`config.mk`:
```
export PLATFORM = sky130hd
export DESIGN_NAME = data_port_lsu
export DESIGN_NICKNAME = d
export VERILOG_FILES = /design/src/rtl/data_port_lsu_pkg.sv /design/src/rtl/data_port_lsu_lane_align.sv /design/src/rtl/data_port_lsu.sv
export SDC_FILE = /design/constraint.sdc
export NUM_CORES = 1
export LEC_CHECK = 0
export ABC_AREA = 1
export BUFFER_PORTS_ARGS = -buffer_cell sky130_fd_sc_hd__buf_4
export CAP_MARGIN = 10
export CORE_AREA = 5 5 80 82
export DETAILED_ROUTE_END_ITERATION = 10
export DIE_AREA = 0 0 85 87
export GPL_ROUTABILITY_DRIVEN = 0
export GPL_TIMING_DRIVEN = 0
export HOLD_SLACK_MARGIN = 0.06
export PLACE_DENSITY_LB_ADDON = 0.3
export RECOVER_POWER = 25
export SETUP_SLACK_MARGIN = 0.1
export SYNTH_ARGS = -nofsm -noshare
export SYNTH_HDL_FRONTEND = slang
export SYNTH_HIERARCHICAL = 1
export SYNTH_SLANG_ARGS = --single-unit
export TNS_END_PERCENT = 100
```
`constraint.sdc`:
```
create_clock -name i_clk -period 2.6 [get_ports i_clk]
set_clock_uncertainty 0.05 [all_clocks]
set_input_delay 0.39 -clock i_clk [delete_from_list [all_inputs] [get_ports i_clk]]
set_output_delay 0.39 -clock i_clk [all_outputs]
set_load 0.01 [all_outputs]
```
`src/rtl/data_port_lsu_pkg.sv`:
```
// Shared definitions for the data-port load/store unit: address widths,
// lane-select encoding and FSM state encoding.
package data_port_lsu_pkg;
    localparam int ADDR_W  = 10;
    localparam int WADDR_W = 9;

    localparam logic LANE_LO = 1'b0;
    localparam logic LANE_HI = 1'b1;

    typedef enum logic [2:0] {
        S_IDLE,
        S_RD_DATA,
        S_RD_LO,
        S_RD_HI,
        S_WR_HI
    } lsu_state_e;
endpackage

```
`src/rtl/data_port_lsu_lane_align.sv`:
```
// Combinational lane swizzle: store write-enable/data steering for the first
// RAM cycle of a store, and lane selection plus extension for single-cycle loads.
module lsu_lane_align
    import data_port_lsu_pkg::*;
(
    input  logic        st_lane,
    input  logic        st_byte,
    input  logic [15:0] st_wdata,
    output logic        st_we_h,
    output logic        st_we_l,
    output logic [7:0]  st_din_h,
    output logic [7:0]  st_din_l,
    input  logic        ld_lane,
    input  logic        ld_byte,
    input  logic        ld_sext,
    input  logic [7:0]  dout_h,
    input  logic [7:0]  dout_l,
    output logic [15:0] ld_data
);
    function automatic logic [15:0] extend_byte(input logic [7:0] b, input logic sext);
        logic signed [7:0] b_s;
        b_s = b;
        return sext ? 16'(b_s) : {8'h00, b};
    endfunction

    logic st_single;
    logic [7:0] ld_sel;

    // A misaligned word store starts exactly like a byte store to the high lane.
    assign st_single = st_byte | (st_lane == LANE_HI);
    assign st_we_h   = ~st_single | (st_lane == LANE_HI);
    assign st_we_l   = ~st_single | (st_lane == LANE_LO);
    assign st_din_h  = st_single ? st_wdata[7:0] : st_wdata[15:8];
    assign st_din_l  = st_wdata[7:0];

    assign ld_sel  = (ld_lane == LANE_HI) ? dout_h : dout_l;
    assign ld_data = ld_byte ? extend_byte(ld_sel, ld_sext) : {dout_h, dout_l};
endmodule

```
`src/rtl/data_port_lsu.sv`:
```
// Load/store unit between the CPU data stage and RAM port B: splits misaligned
// word accesses into two RAM cycles and returns one registered response per request.
module data_port_lsu
    import data_port_lsu_pkg::*;
(
    input  logic        i_clk,
    input  logic        i_rst,
    input  logic        i_req_valid,
    output logic        o_req_ready,
    input  logic        i_req_we,
    input  logic        i_req_byte,
    input  logic        i_req_sext,
    input  logic [9:0]  i_req_addr,
    input  logic [15:0] i_req_wdata,
    output logic        o_rsp_valid,
    output logic [15:0] o_rsp_rdata,
    output logic        o_b_en,
    output logic        o_b_we_h,
    output logic        o_b_we_l,
    output logic [8:0]  o_b_addr,
    output logic [7:0]  o_b_din_h,
    output logic [7:0]  o_b_din_l,
    input  logic [7:0]  i_b_dout_h,
    input  logic [7:0]  i_b_dout_l
);
    lsu_state_e state, state_nxt;

    logic               accept;
    logic               req_mis;
    logic [WADDR_W-1:0] req_waddr;

    logic               byte_p1;
    logic               sext_p1;
    logic               lane_p1;
    logic [WADDR_W-1:0] waddr_nxt_p1;
    logic [7:0]         whi_p1;
    logic [7:0]         lo_p2;

    logic               rsp_valid;
    logic [15:0]        rsp_rdata;

    logic               st_we_h, st_we_l;
    logic [7:0]         st_din_h, st_din_l;
    logic [15:0]        ld_data;

    logic               b_en, b_we_h, b_we_l;
    logic [WADDR_W-1:0] b_addr;
    logic [7:0]         b_din_h, b_din_l;

    assign o_req_ready = (state == S_IDLE) & ~i_rst;
    assign accept      = i_req_valid & o_req_ready;
    assign req_waddr   = i_req_addr[ADDR_W-1:1];
    assign req_mis     = ~i_req_byte & i_req_addr[0];

    lsu_lane_align u_lane_align (
        .st_lane  (i_req_addr[0]),
        .st_byte  (i_req_byte),
        .st_wdata (i_req_wdata),
        .st_we_h  (st_we_h),
        .st_we_l  (st_we_l),
        .st_din_h (st_din_h),
        .st_din_l (st_din_l),
        .ld_lane  (lane_p1),
        .ld_byte  (byte_p1),
        .ld_sext  (sext_p1),
        .dout_h   (i_b_dout_h),
        .dout_l   (i_b_dout_l),
        .ld_data  (ld_data)
    );

    always_ff @(posedge i_clk) begin
        if (i_rst) state <= S_IDLE;
        else       state <= state_nxt;
    end

    always_comb begin
        state_nxt = state;
        b_en      = 1'b0;
        b_we_h    = 1'b0;
        b_we_l    = 1'b0;
        b_addr    = '0;
        b_din_h   = '0;
        b_din_l   = '0;
        case (state)
            S_IDLE: begin
                if (accept) begin
                    b_en   = 1'b1;
                    b_addr = req_waddr;
                    if (i_req_we) begin
                        b_we_h    = st_we_h;
                        b_we_l    = st_we_l;
                        b_din_h   = st_din_h;
                        b_din_l   = st_din_l;
                        state_nxt = req_mis ? S_WR_HI : S_IDLE;
                    end else begin
                        state_nxt = req_mis ? S_RD_LO : S_RD_DATA;
                    end
                end
            end
            S_RD_DATA: state_nxt = S_IDLE;
            S_RD_LO: begin
                b_en      = 1'b1;
                b_addr    = waddr_nxt_p1;
                state_nxt = S_RD_HI;
            end
            S_RD_HI: state_nxt = S_IDLE;
            S_WR_HI: begin
                b_en      = 1'b1;
                b_we_l    = 1'b1;
                b_addr    = waddr_nxt_p1;
                b_din_l   = whi_p1;
                state_nxt = S_IDLE;
            end
            default: state_nxt = S_IDLE;
        endcase
        if (i_rst) begin
            state_nxt = S_IDLE;
            b_en      = 1'b0;
            b_we_h    = 1'b0;
            b_we_l    = 1'b0;
            b_addr    = '0;
            b_din_h   = '0;
            b_din_l   = '0;
        end
    end

    // Stage p1: request fields captured at accept for the later RAM cycles.
    always_ff @(posedge i_clk) begin
        if (accept) begin
            byte_p1      <= i_req_byte;
            sext_p1      <= i_req_sext;
            lane_p1      <= i_req_addr[0];
            waddr_nxt_p1 <= req_waddr + 9'd1;
            whi_p1       <= i_req_wdata[15:8];
        end
        if (state == S_RD_LO) lo_p2 <= i_b_dout_h;
    end

    // Response register: pulses in the cycle the FSM re-enters IDLE.
    always_ff @(posedge i_clk) begin
        if (i_rst) begin
            rsp_valid <= 1'b0;
            rsp_rdata <= '0;
        end else begin
            rsp_valid <= 1'b0;
            case (state)
                S_IDLE: begin
                    if (accept && i_req_we && !req_mis) begin
                        rsp_valid <= 1'b1;
                        rsp_rdata <= '0;
                    end
                end
                S_RD_DATA: begin
                    rsp_valid <= 1'b1;
                    rsp_rdata <= ld_data;
                end
                S_RD_HI: begin
                    rsp_valid <= 1'b1;
                    rsp_rdata <= {i_b_dout_l, lo_p2};
                end
                S_WR_HI: begin
                    rsp_valid <= 1'b1;
                    rsp_rdata <= '0;
                end
                default: ;
            endcase
        end
    end

    assign o_rsp_valid = rsp_valid;
    assign o_rsp_rdata = rsp_rdata;
    assign o_b_en      = b_en;
    assign o_b_we_h    = b_we_h;
    assign o_b_we_l    = b_we_l;
    assign o_b_addr    = b_addr;
    assign o_b_din_h   = b_din_h;
    assign o_b_din_l   = b_din_l;
endmodule

```
==> out/metrics.yaml <==
pre_cts_slack_ps: 125
worstHoldStart: "i_req_sext"
startpoint: "state[1]$_SDFFE_PP0P_"
synth_top_family_by_area: "simple AND/OR/NAND/NOR gates"
antenna_found_initial: 0
yosys.area_share.simple: 0.282
cts.reportedPaths.clkPinSlew_ps: 90
syn2layout_area_growth_pct: 27.4
whs_path_depth: 1
setup_slack_ps: 301
worstPathRequired_ps: 2160
start_util: 0.521
row_count: 28
syn-num-nets: 441
synth_adder_area_share: 0.00423
ys_types: 31
cts_root_buf: "clkbuf_8"
dr.pass1.iters: 4
tns_ps: 0
via_count: 2744
drt_iter0_drc: 91
wl_um: 7340
final_cell_mix: "nand2_1 (100), buf_4 (81), inv_1 (59)"
synth_area_um2: 2960
min_to: "sext_p1$_DFFE_PN_"
peakVddDrop_mv: 0.232
synth-xor-area-share: 0.0207
rsz0062_at_grt: "false"
via_per_inst: 4.83
grt_max_degree: 30
rr_endpoint: "o_rsp_rdata[12]$_SDFFE_PP0P_"
max-cap-violations: 0
syn_area_per_cell_um2: 7.55
worst_slew_pin_slew_ps: 477
dp_hpwl_um: 5660
min_period_ps: 2300
grt_pass1_wl_um: 12200
port_buffers: 93
r2r_slack_ps: 980
fmax_mhz: 435
h-tree-depth: 2
setup_viol: 0
die_x_um: 85
yosysTopAreaCell: "edfxtp_1"
slew_headroom: 0.682
cts.hold.buffers_added: 0
path_max_fanout: 9
track_usage: 0.202
arrival_ps: 1860
final_hold_viol_count: 0
yosysWarnings: 6
cts_setup_buffers: 0
critical_path_class: "flip-flop to primary output"
fp.dieArea_um2: 7400
seq_area_frac_synth: 0.420
status: "completed"
syn_inst: 392
cts_buffer_depth: 2
drive_above_1_share: 0.252
cp-start-kind: "flip-flop"
synth_top_area_frac: 0.284
ant_nets: 0
core-area_um2: 5680
diodes: 0
drc: 0
total_power_uw: 1680
cts_made_buffers: 5
wire_per_inst_um: 12.9
muxShareOfSynthArea: 0
r2r_start: "state[1]$_SDFFE_PP0P_"
power_density_nw_per_um2: 447
period_share: 0.884
synth_compound_area_frac: 0.130
worstRegToRegCells: 8
slew_violations: 0
ys_ff_latch: 48
grt_pass1_vias: 2695
tritoncts: "built"
cp-end-kind: "primary output"
leakage_uw: 0.00186
layout.nets: 541
synth_area_leaders: "edfxtp_1 (28%), dfxtp_1 (14%), nand2_1 (13%)"
worst_skew_pair.late_latency_ps: 300
io_pins: 94
final_common_cell: "nand2_1"
clkSinkCount: 48
overflow: 0
die_h_um: 87
hold_class: "input port to flip-flop"
## state kept, by name, summed over array words and instances, names as in the netlist
register      flops
byte_p1           1
lane_p1           1
lo_p2             8
o_rsp_rdata      16
o_rsp_valid       1
sext_p1           1
state             3
waddr_nxt_p1      9
whi_p1            8
## synth_stat cells
master,n
xnor2_1,3
nand2_2,3
clkbuf_1,4
inv_2,3
o211ai_1,1
o21bai_1,1
nand3_2,5
nand3_1,24
o22ai_1,16
o21ai_2,1
buf_4,11
edfxtp_1,28
nand3_4,2
nand2_4,1
nor2_1,38
buf_2,8
a21oi_1,27
buf_6,4
clkinv_1,2
a22oi_1,9
dfxtp_1,20
a21boi_4,1
xor2_1,4
ha_1,1
nor3_1,2
nand3b_4,1
o21ai_0,8
inv_1,59
nand4_1,1
nor2_4,4
nand2_1,100
## area by class of cell
type                    instances  area [um^2]
fillers                       524         1910
plain buffers                  27          189
clock inverters                 1         3.75
multi-input cells             253         1290
well taps                      75         93.8
clock buffers                   7         76.3
inverters                      64          240
flip-flops and latches         48         1240
repair buffers                 93          631
## routing by layer
layer | track usage | routed length [um] | vias up
li1 | - | - | 1442
met1 | 0.241 | 2960 | 1205
met2 | 0.351 | 3590 | 89
met3 | 0.0672 | 696 | 8
met4 | 0.0532 | 85 | 0
met5 | 0 | 0 | -
## power by group
| group | internal, uW | switching [uW] | total [uW] |
|---|---|---|---|
| sequential | 848 | 18.1 | 866 |
| combinational | 173 | 209 | 382 |
| clock | 188 | 247 | 435 |
| total | 1210 | 475 | 1680 |
## metrics by stage
stage / instance area (um^2) / std cells / hold slack (ps) / utilization
after detailed placement: 3750 / 560 / 479 / 0.661
after global placement: 3750 / 560 / 478 / 0.661
final: 3770 / 568 / 239 / 0.664
after CTS: 3830 / 568 / 211 / 0.675
after global routing: 3770 / 568 / 224 / 0.664
after floorplan: 2960 / 392 / 439 / -
## worst max-delay path by stage
stage                               to  cells past startpoint  slack [ps]
after global routing      o_b_din_l[0]                      9         150
after CTS                     o_b_we_l                      8         220
after floorplan               o_b_we_l                      6         630
final                     o_b_din_l[0]                      9         300
after global placement        o_b_we_l                      8         160
after detailed placement      o_b_we_l                      8         120
## logic make-up after synthesis
logic type | Yosys count
compound gates | 64
xor+xnor | 7
fa+ha+maj | 1
buf+inv | 91
flops | 48
simple gates | 181
## critical path, cell delays in order, from the launching register on
cell and delay, ps:
dfxtp_1 320, buf_6 130, nor2_4 110, nand3_2 100, nor2_4 200, inv_2 80, nor2_4 190, nand2_1 80
a21oi_1 190, buf_4 160
## repair_timing
action / 4_1_cts / 5_1_grt
cloned: 0 / 0
setup endpoints to repair: 9 / 2
resized for setup: 1 / 1
pin swaps: 0 / 0
No activity file was read; power rests on OpenSTA's default activity.
